### config.mk
export PLATFORM = sky130hd
export DESIGN_NAME = parking_zone_ctrl
export DESIGN_NICKNAME = d
export VERILOG_FILES = /design/src/rtl/parking_pkg.sv /design/src/rtl/parking_zone_slot.sv /design/src/rtl/parking_zone_ctrl.sv
export SDC_FILE = /design/constraint.sdc
export NUM_CORES = 1
export LEC_CHECK = 0
export CAP_MARGIN = 10
export CORE_ASPECT_RATIO = 2
export CORE_UTILIZATION = 45
export CTS_BUF_LIST = sky130_fd_sc_hd__clkbuf_16
export DETAILED_ROUTE_END_ITERATION = 12
export PLACE_DENSITY = 0.68
export SYNTH_ARGS = -nofsm -noshare
export SYNTH_HDL_FRONTEND = slang
export SYNTH_SLANG_ARGS = --single-unit
### constraint.sdc
create_clock -name CLK -period 15.9 [get_ports CLK]
set_clock_uncertainty 0.05 [all_clocks]
set_input_delay 3.18 -clock CLK [delete_from_list [all_inputs] [get_ports CLK]]
set_output_delay 3.18 -clock CLK [all_outputs]
set_load 0.005 [all_outputs]
### src/rtl/parking_pkg.sv
// Shared types, constants and saturating arithmetic helpers for the parking zone controller.
package parking_pkg;

    localparam int HOURS_PER_DAY = 24;
    localparam logic DIR_ENTER = 1'b1;
    localparam logic DIR_EXIT  = 1'b0;

    // Zone select width, never narrower than one bit.
    function automatic int zone_idx_w(input int n);
        return (n <= 2) ? 1 : $clog2(n);
    endfunction

    // Adds a signed step to an unsigned value, clamping to [0, max_val].
    function automatic int unsigned sat_add_step(input int unsigned val, input int step,
                                                 input int unsigned max_val);
        longint sum_l;
        sum_l = longint'(val) + longint'(step);
        if (sum_l < 64'sd0) begin
            return 32'd0;
        end else if (sum_l > longint'(max_val)) begin
            return max_val;
        end else begin
            return sum_l[31:0];
        end
    endfunction

    function automatic logic [15:0] sat_inc16(input logic [15:0] v);
        return (v == 16'hFFFF) ? v : v + 16'd1;
    endfunction

    function automatic logic [15:0] sat_dec16(input logic [15:0] v);
        return (v == 16'h0000) ? v : v - 16'd1;
    endfunction

endpackage

### src/rtl/parking_zone_slot.sv
// One parking zone: hourly capacity schedule, occupancy counter and event judgement.
module parking_zone_slot
    import parking_pkg::*;
#(
    parameter int CNT_W      = 10,
    parameter int HOUR_W     = 5,
    parameter int OPEN_HOUR  = 8,
    parameter int RAMP_START = 13,
    parameter int RAMP_END   = 16,
    parameter logic [CNT_W-1:0] CAP_DAY   = CNT_W'(500),
    parameter logic [CNT_W-1:0] CAP_NIGHT = CNT_W'(200),
    parameter logic [CNT_W-1:0] CAP_STEP  = CNT_W'(0)
) (
    input  logic              clk,
    input  logic              start,
    input  logic              tick,
    input  logic [HOUR_W-1:0] hour,
    input  logic              ev_hit,
    input  logic              ev_enter,
    output logic [CNT_W-1:0]  cap,
    output logic [CNT_W-1:0]  occ,
    output logic [CNT_W-1:0]  free,
    output logic              has_space,
    output logic              over_cap,
    output logic              overflow,
    output logic              ev_acc,
    output logic              ev_rej
);

    localparam logic [HOUR_W-1:0] OPEN_H  = HOUR_W'(OPEN_HOUR);
    localparam logic [HOUR_W-1:0] RAMP_S  = HOUR_W'(RAMP_START);
    localparam logic [HOUR_W-1:0] RAMP_E  = HOUR_W'(RAMP_END);
    localparam int                STEP_I  = int'($signed(CAP_STEP));
    localparam int unsigned       MAX_I   = (32'd1 << CNT_W) - 32'd1;
    localparam logic [CNT_W-1:0]  ONE     = CNT_W'(1);
    localparam logic [CNT_W-1:0]  ZERO    = CNT_W'(0);

    logic [CNT_W-1:0] cap_next_s;
    logic [CNT_W-1:0] occ_next_s;
    logic [CNT_W-1:0] free_next_s;
    logic             over_next_s;

    // Capacity for the coming cycle: only the new hour's rule applies, no catch-up.
    always_comb begin
        cap_next_s = cap;
        if (!tick) begin
            cap_next_s = cap;
        end else if (hour == OPEN_H) begin
            cap_next_s = CAP_DAY;
        end else if ((hour >= RAMP_S) && (hour < RAMP_E)) begin
            cap_next_s = CNT_W'(sat_add_step(32'(cap), STEP_I, MAX_I));
        end else if (hour == RAMP_E) begin
            cap_next_s = CAP_NIGHT;
        end else begin
            cap_next_s = cap;
        end
    end

    // Event judgement against the post-update capacity; exits are never blocked by over-capacity.
    always_comb begin
        occ_next_s = occ;
        ev_acc     = 1'b0;
        ev_rej     = 1'b0;
        if (!ev_hit) begin
            occ_next_s = occ;
        end else if (ev_enter == DIR_ENTER) begin
            if (occ >= cap_next_s) begin
                ev_rej = 1'b1;
            end else begin
                occ_next_s = occ + ONE;
                ev_acc     = 1'b1;
            end
        end else begin
            if (occ == ZERO) begin
                ev_rej = 1'b1;
            end else begin
                occ_next_s = occ - ONE;
                ev_acc     = 1'b1;
            end
        end
    end

    // Derived status for the coming cycle, so the registered flags match the counters.
    always_comb begin
        over_next_s = (occ_next_s > cap_next_s);
        if (over_next_s) begin
            free_next_s = ZERO;
        end else begin
            free_next_s = cap_next_s - occ_next_s;
        end
    end

    // Zone state registers.
    always_ff @(posedge clk) begin
        if (start) begin
            cap       <= CAP_NIGHT;
            occ       <= ZERO;
            free      <= CAP_NIGHT;
            has_space <= (CAP_NIGHT != ZERO);
            over_cap  <= 1'b0;
            overflow  <= 1'b0;
        end else begin
            cap       <= cap_next_s;
            occ       <= occ_next_s;
            free      <= free_next_s;
            has_space <= (free_next_s != ZERO);
            over_cap  <= over_next_s;
            overflow  <= over_next_s & ~over_cap;
        end
    end

endmodule

### src/rtl/parking_zone_ctrl.sv
// Multi-zone parking occupancy controller with hourly capacity schedule.
// Optional per-zone reject and total accept statistics when PARKING_STATS_EN is defined.
module parking_zone_ctrl
    import parking_pkg::*;
#(
    parameter int NUM_ZONES  = 2,
    parameter int CNT_W      = 10,
    parameter int HOUR_W     = 5,
    parameter int OPEN_HOUR  = 8,
    parameter int RAMP_START = 13,
    parameter int RAMP_END   = 16,
    parameter logic [NUM_ZONES*CNT_W-1:0] CAP_DAY   = {10'd200, 10'd500},
    parameter logic [NUM_ZONES*CNT_W-1:0] CAP_NIGHT = {10'd500, 10'd200},
    parameter logic [NUM_ZONES*CNT_W-1:0] CAP_STEP  = {10'sd50, -10'sd50}
) (
    input  logic                              CLK,
    input  logic                              Start,
    input  logic [HOUR_W-1:0]                 hour,
    input  logic                              ev_valid,
    input  logic [zone_idx_w(NUM_ZONES)-1:0]  ev_zone,
    input  logic                              ev_enter,
    output logic                              ev_accept,
    output logic                              ev_reject,
    output logic                              ev_bad_zone,
    output logic [NUM_ZONES*CNT_W-1:0]        occupancy,
    output logic [NUM_ZONES*CNT_W-1:0]        capacity,
    output logic [NUM_ZONES*CNT_W-1:0]        free_space,
    output logic [NUM_ZONES-1:0]              has_space,
    output logic [NUM_ZONES-1:0]              over_cap,
    output logic [NUM_ZONES-1:0]              overflow
`ifdef PARKING_STATS_EN
    ,
    output logic [NUM_ZONES*16-1:0]           rej_count,
    output logic [15:0]                       acc_total
`endif
);

    localparam int ZW = zone_idx_w(NUM_ZONES);

    logic [HOUR_W-1:0]    last_hour_r;
    logic                 tick_s;
    logic                 bad_zone_s;
    logic [NUM_ZONES-1:0] hit_s;
    logic [NUM_ZONES-1:0] acc_s;
    logic [NUM_ZONES-1:0] rej_s;

    assign tick_s     = (hour != last_hour_r);
    assign bad_zone_s = ev_valid && ({1'b0, ev_zone} >= (ZW + 1)'(NUM_ZONES));

    for (genvar z = 0; z < NUM_ZONES; z++) begin : g_zone
        assign hit_s[z] = ev_valid && (ev_zone == ZW'(z));

        parking_zone_slot #(
            .CNT_W      (CNT_W),
            .HOUR_W     (HOUR_W),
            .OPEN_HOUR  (OPEN_HOUR),
            .RAMP_START (RAMP_START),
            .RAMP_END   (RAMP_END),
            .CAP_DAY    (CAP_DAY[z*CNT_W +: CNT_W]),
            .CAP_NIGHT  (CAP_NIGHT[z*CNT_W +: CNT_W]),
            .CAP_STEP   (CAP_STEP[z*CNT_W +: CNT_W])
        ) u_slot (
            .clk       (CLK),
            .start     (Start),
            .tick      (tick_s),
            .hour      (hour),
            .ev_hit    (hit_s[z]),
            .ev_enter  (ev_enter),
            .cap       (capacity[z*CNT_W +: CNT_W]),
            .occ       (occupancy[z*CNT_W +: CNT_W]),
            .free      (free_space[z*CNT_W +: CNT_W]),
            .has_space (has_space[z]),
            .over_cap  (over_cap[z]),
            .overflow  (overflow[z]),
            .ev_acc    (acc_s[z]),
            .ev_rej    (rej_s[z])
        );
    end

    // Hour tracking and event result pulses; Start drops any pending event.
    always_ff @(posedge CLK) begin
        if (Start) begin
            last_hour_r <= hour;
            ev_accept   <= 1'b0;
            ev_reject   <= 1'b0;
            ev_bad_zone <= 1'b0;
        end else begin
            last_hour_r <= hour;
            ev_accept   <= |acc_s;
            ev_reject   <= (|rej_s) | bad_zone_s;
            ev_bad_zone <= bad_zone_s;
        end
    end

`ifdef PARKING_STATS_EN
    // Saturating statistics; bad-zone rejects are not attributed to any zone.
    always_ff @(posedge CLK) begin
        if (Start) begin
            rej_count <= '0;
            acc_total <= 16'd0;
        end else begin
            for (int z = 0; z < NUM_ZONES; z++) begin
                if (rej_s[z]) begin
                    rej_count[z*16 +: 16] <= sat_inc16(rej_count[z*16 +: 16]);
                end
            end
            if (|acc_s) begin
                acc_total <= sat_inc16(acc_total);
            end
        end
    end
`endif

endmodule

==> impl_summary.log <==
INFO  metric postCtsSetupRepairBufs = 0
INFO  metric clock_insertion_delay_worst_skew = 0.34 ns
INFO  metric antennaDiodeCount = 0
INFO  metric final_net_count = 808
INFO  metric power.net_switching = 0.000234 W
INFO  metric internal_power = 0.000443 W
INFO  metric min_period_over_period = 60.2%
INFO  metric cts_resized = 0
INFO  metric synthCells = 688
INFO  metric clock-root-buffer = clkbuf_16
INFO  metric cts.sinks = 73
INFO  metric timing.hold.worst.class = reg -> reg
INFO  metric final_hold_viol_count = 0
INFO  metric wire_length_of_the_first_global_routing_pass = 26,100 um
INFO  metric worstReg2RegStart = g_zone[1].u_slot.cap[1]
INFO  metric placeableCoreArea = 11,600 um2
INFO  metric p_sw_share = 34.6%
INFO  metric tightest_slew = 0.851 ns
INFO  metric drv.max_cap_violation_count = 0
INFO  metric syn2layout_area_growth = 20.5%
INFO  metric remaining_drc_errors = 0
INFO  metric max_freq = 104 MHz
INFO  metric syn-num-nets = 747
INFO  metric worstSetupEndpointType = register
INFO  metric cellPowerDensity = 105 nW/um2
INFO  metric hold_end = g_zone[1].u_slot.overflow
INFO  metric grt_max_degree = 72
INFO  metric route.antenna.remaining_nets = 0
INFO  metric synthesis.yosys.warnings = 0
INFO  metric report.final.slew_viol_count = 0
INFO  metric yosys_register_bits = 73
INFO  metric synth_sequential_area_ratio = 27.3%
INFO  metric drt_wl_total = 16,400 um
INFO  metric reg2reg_depth = 28
INFO  metric path_clk_slew = 0.05 ns
INFO  metric cp_data_required_time = 16.10 ns
INFO  metric via_per_inst = 5.94
INFO  metric first_global_vias = 5,250
INFO  metric slew-limit-headroom = 42.5%
INFO  metric power.share.sequential = 33.6%
INFO  metric synth_top_area_share = 27.3%
INFO  metric placement.cell_area = 6160 um2
INFO  metric register_to_register_setup_slack = 8.92 ns
INFO  metric grt.total_usage = 27.6%
INFO  metric path_buf_inv = 2
INFO  metric cellLeakagePower = 2.67 nW
INFO  metric worst_ir_drop_vdd = 0.0618 mV
INFO  metric buffers_on_ports = 77
INFO  metric finalSetupViolations = 0
INFO  metric row_count = 56
INFO  metric die_outline_width = 79.1 um
INFO  metric finalInstanceArea = 6450 um2
INFO  metric cpPeakStageDelay = 0.67 ns
INFO  metric grt_remaining_overflow = 0
INFO  metric synthTopCellsByArea = dfxtp_1 27%, ha_1 11%, nor2_1 6.0%
INFO  metric final_layout_size_suffix_gt1_share = 5.31%
INFO  metric cts_made_buffers = 9
INFO  metric min_path_cells = 1
INFO  metric post_synth.cell_area_avg = 7.78 um2
INFO  metric pre_cts_slack = 6.01 ns
INFO  metric final.min_clock_period = 9.57 ns
INFO  metric synth_largest_area_cell = dfxtp_1
INFO  metric clock_tree_from_tritoncts = done
INFO  metric pwr-share-comb = 36.9%
INFO  metric cts_max_level = 3
INFO  metric ctsHoldBuffers = 0
INFO  metric hold_start = g_zone[1].u_slot.over_cap
INFO  metric detailedRoute.firstPassIterationCount = 6
INFO  metric vias = 5,343
INFO  metric post_drt_wl_per_cell = 18.2 um
INFO  metric synth_edf_count = 0
INFO  metric power.share.clock = 29.5%
INFO  metric crit_arrival = 9.77 ns
INFO  metric cts_buffer_depth = 2
INFO  metric first_iter_violations = 324
INFO  metric synthesis.area = 5360 um2
INFO  metric synth-main-ff-cell = dfxtp_1
INFO  metric rsz0062_at_grt = no
INFO  metric critical_path.top_delay_family = simple AND/OR/NAND/NOR gates
INFO  metric ys_types = 78
INFO  metric start_util = 46.0%
INFO  metric dieArea = 12,400 um2
INFO  metric startpoint_type = primary input
INFO  metric async_reset_ff_share = 0%
INFO  metric cp_max_fo = 14
INFO  metric synth.most_common_cell = nor2_1
INFO  metric setup.worst_path.class = in -> reg
INFO  metric grt_antenna_before_repair = 0
INFO  metric netlist_top_cells_count = 85 x nor2_1, 73 x dfxtp_1, 47 x ha_1
INFO  metric gp_routability_congestion = 0.950
INFO  metric die-height = 156 um
INFO  metric finish.utilization = 55.5%
INFO  metric timing.final.ws_setup = 6.33 ns
INFO  metric timing.setup.tns = 0 ns
INFO  metric critPathSlowestCell = and2_0
INFO  metric num_io_pins = 79
INFO  metric detailedPlacementHpwl = 12,700 um
INFO  metric outcome = complete, no violations
INFO  metric reg2reg_to = g_zone[1].u_slot.has_space
-- layout make-up --
cell class / instances / area [um2]
clock buffers: 9 / 225
clock inverters: 7 / 61.3
fillers: 1143 / 5180
inverters: 45 / 169
multi-input cells: 540 / 3560
flip-flops and latches: 73 / 1460
well taps: 145 / 181
repair buffers: 80 / 788
-- worst reg2reg max path, delay by kind of cell (launching register included) --
kind / cells / cell delay (ns)
AO/OA/AOI/OAI: 18 / 4.16
adder cells (fa/ha/maj): 3 / 0.79
flip-flops: 1 / 0.46
multiplexers: 2 / 0.49
AND/OR/NAND/NOR: 5 / 0.90
-- per-layer routing --
layer | global-route usage (%) | vias to the layer above | wire length [um]
met1 | 27.1 | 2492 | 5740
met4 | 23.5 | 0 | 1390
met3 | 3.27 | 70 | 627
li1 | - | 2563 | -
met5 | 0 | - | 0
met2 | 49.8 | 218 | 8630
-- worst max path at each step --
stage                     startpoint                   endpoint  slack (ns)  cells after the start
after floorplan              hour[2]   g_zone[1].u_slot.free[3]        7.40                     29
after global placement       hour[2]   g_zone[1].u_slot.free[0]        6.14                     28
after detailed placement     hour[2]  g_zone[0].u_slot.overflow        6.01                     27
after CTS                    hour[2]  g_zone[0].u_slot.overflow        6.33                     27
after global routing         hour[2]   g_zone[1].u_slot.free[1]        5.51                     28
final                        hour[2]  g_zone[0].u_slot.overflow        6.33                     27
-- through the flow --
step                hold WS, ns  std cells  total power [W]
detailed placement        0.372        883         0.000478
global route              0.393        899         0.000717
global placement          0.360        883         0.000473
floorplan                 0.349        688         0.000387
finish                    0.371        899         0.000676
CTS                       0.380        899         0.000679
-- state kept, by name, indices dropped and copies added (netlist names) --
register and count:
g_zone.u_slot.cap 20, g_zone.u_slot.occ 20, g_zone.u_slot.overflow 2, g_zone.u_slot.free 20
last_hour_r 5, g_zone.u_slot.has_space 2, ev_reject 1, g_zone.u_slot.over_cap 2
ev_accept 1
-- kinds of logic (layout without fill, tap and decap cells) --
kind of cell               after synthesis  in the layout  share of synthesized area, %
and+or+nand+nor                        286            286                          27.9
AOI/OAI and AO/OA                      166            166                          20.4
buffers and inverters                   75            141                          6.14
DFF                                     73             73                          27.3
adders and majority gates               49             49                          11.7
xor gates and xnor gates                31             31                          5.07
muxes                                    7              7                          1.38
other                                    1              1                        0.0700
-- power by group through the flow --
stage	Clock [W]	Sequential, W	Combinational (W)
after floorplan	0	0.000225	0.000162
after global placement	0	0.000231	0.000242
after detailed placement	0	0.000231	0.000246
after CTS	0.000203	0.000228	0.000249
after global routing	0.000211	0.000230	0.000276
final	0.000199	0.000227	0.000249
-- placed cells by master, fill, tap and decap left out, drive strengths merged, types with 4 or more instances in the layout --
cell	n
inv	45
dfxtp	73
clkinv	4
and2	6
or4	6
a21oi	41
ha	47
a311oi	4
nor4	15
o211ai	4
nor3	28
a31oi	7
nand4	7
xnor2	19
buf	4
nand3	17
a21boi	7
a211oi	6
mux2i	4
clkbuf	9
a21o	14
nor2b	12
a2111oi	4
or2	9
nor3b	9
o22ai	4
clkdlybuf4s50	76
nor2	87
and3	7
o21a	5
o21ai	43
or3	7
nand2b	22
xor2	12
nand2	41
Power figures use the tool's default switching activity.
==> variant (config.mk and constraints unchanged) <==
Add a define of `PARKING_STATS_EN`.
--- a/src/rtl/parking_zone_ctrl.sv
+++ b/src/rtl/parking_zone_ctrl.sv
@@ -1,5 +1,7 @@
 // Multi-zone parking occupancy controller with hourly capacity schedule.
 // Optional per-zone reject and total accept statistics when PARKING_STATS_EN is defined.
+`define PARKING_STATS_EN
+
 module parking_zone_ctrl
     import parking_pkg::*;
 #(
Check against the original RTL (old outputs only; new: acc_total and rej_count): equivalent (equiv_simple and equiv_induct, registers matched by name and starting in step).
==> variant against the original RTL <==
- sequential cell count is 48 higher
- sequential share of layout area increased by 3.2 points
- die area up 39%
- wire length increased by 28%
- power is 42% higher
- design area increased by 46%
- non-clock buffer count increased by 52
- worst setup slack lost 320 ps
- cell count up 44%
- synthesized cell count is 40% higher
- area after synthesis grew 40%
- critical path type unchanged
- critical endpoint is now g_zone[1].u_slot.has_space$_SDFF_PP1_
- largest cell class unchanged
==> variant: results (changes against the original RTL) <==
Power
  • Gate power share: 0.280 (was 0.369)
  • Clock power share: 0.354 (was 0.295)
  • Sw Share: 0.313 (was 0.346)
  • Lkg Pwr: 3.83 nW (was 2.67 nW)
  • Pwr dens: 102 mW/mm^2 (was 105 mW/mm^2)
  • Peak VDD IR: 0.0904 mV (was 0.0618 mV)

Logic synthesis
  • Synth area leaders: dfxtp_1 32%, ha_1 8.3%, nor2_1 7.6%, nand2_1 4.7%, xnor2_1 4.2% (was dfxtp_1 27%, ha_1 11%, nor2_1 6.0%, a21oi_1 3.7%, o21ai_0 3.6%)
  • Syn_nets: 1025 (was 747)
  • Synthesis Warnings: 0 (unchanged)
  • Most frequent cells after synthesis: 151 x nor2_1, 121 x dfxtp_1, 94 x nand2_1 (was 85 x nor2_1, 73 x dfxtp_1, 47 x ha_1)
  • Cell variety after synth: 77 (was 78)
  • Seq/Total Area, Yosys: 0.323 (was 0.273)
  • FFs w/ async S/R, synth: 0 (unchanged)

Clock network
  • Root Driver: clkbuf_16 (unchanged)
  • CTS max path bufs: 2 (unchanged)
  • Post-CTS sizing: 0 (unchanged)
  • Clock Pin Slew Worst Setup and Hold Paths: 60 ps
  • H-tree Lvls: 4 (was 3)
  • Post-CTS Setup Bufs: 0 (unchanged)
  • Num CTS Buffers: 17 (was 9)
  • Clock latency at the later pin of the worst-skew pair: 410 ps (was 340 ps)

Worst setup path
  • Slowest cell delay on critical path: 590 ps (was 670 ps)
  • Arrival time at the worst endpoint: 10140 ps (was 9770 ps)
  • Critical path peak fanout: 17 (was 14)
  • Delay-heaviest family, CP: compound AO/OA/AOI/OAI gates (was simple AND/OR/NAND/NOR gates)
  • Slowest CP cell: clkdlybuf4s50_1 (was and2_0)

Place
  • IO Port Bufs: 125 (was 77)
  • RePlAce Congestion: 0.919 (was 0.950)
  • Hpwl dp: 16200 um (was 12700 um)

Layout
  • Layout cells sized above 1: 0.0552 (was 0.0531)
  • Net count, final: 1137 (was 808)
  • Number of flip-flops in the largest register: 32
  • Number of diodes: 0 (unchanged)
  • Register with the most flip-flops: rej_count

GRT
  • Global-route wire length before repair: 33500 um (was 26100 um)
  • Largest net degree at the start of global routing: 51 (was 72)
  • Antenna violations before repair: 0 (unchanged)
  • Vias in the first global route: 7174 (was 5250)
  • GRT Total Usage: 0.249 (was 0.276)

Route
  • Pre-Repair DR Iteration Count: 5 (was 6)
  • 1st-iter DRT viols: 270 (was 324)
  • DR vias/cell: 5.62 (was 5.94)
  • Post-Route WL: 21000 um (was 16400 um)

Outcome
  • Status: finished clean (unchanged)

Timing
  • Slew @ Worst Pin: 1020 ps (was 851 ps)

Worst hold path
  • Worst Hold Class: register to register (unchanged)
## variant: worst paths after layout
kind | from | endpoint | slack [ps] | cells past startpoint
max | hour[2] | g_zone[1].u_slot.has_space$_SDFF_PP1_ | 6010 | 31
min | g_zone[1].u_slot.over_cap$_SDFF_PP0_ | g_zone[1].u_slot.overflow$_SDFF_PP0_ | 380 | 1
max reg2reg | g_zone[1].u_slot.cap[1]$_SDFF_PP0_ | g_zone[1].u_slot.has_space$_SDFF_PP1_ | 8620 | 35
min reg2reg | g_zone[1].u_slot.over_cap$_SDFF_PP0_ | g_zone[1].u_slot.overflow$_SDFF_PP0_ | 380 | 1
## variant: kinds of logic (layout without fill, tap and decap cells)
group | after synthesis | count (layout) | synth area share
AND/OR/NAND/NOR | 427 | 427 | 0.274
AO/OA/AOI/OAI | 189 | 189 | 0.167
flip-flops | 121 | 121 | 0.323
buffers and inverters | 95 | 219 | 0.0532
XOR/XNOR | 68 | 68 | 0.0794
adder cells (fa/ha/maj) | 52 | 52 | 0.0887
multiplexers | 10 | 10 | 0.0145
other | 1 | 1 | 0.000500
## variant: cell type report
cell class,instances,area (um^2)
Fill cell,1548,6880
Multi-Input combinational cell,747,4680
Sequential cell,121,2420
Timing Repair Buffer,132,1300
Clock buffer,17,425
Tap cell,204,255
Inverter,56,210
Clock inverter,14,92.6
## variant: layer usage
layer	GRT usage	vias up	wire, um
li1	-	3588	-
met1	0.235	3366	7740
met2	0.483	221	11500
met3	0.0342	81	728
met4	0.162	0	1040
met5	0	-	0
## variant: stage by stage
stage / setup slack, ps / instances / area [um^2]
floorplan: 6580 / 963 / 7500
global placement: 5690 / 1260 / 8870
detailed placement: 5600 / 1260 / 8870
CTS: 6000 / 1291 / 9390
global route: 5350 / 1291 / 9390
finish: 6010 / 1291 / 9390
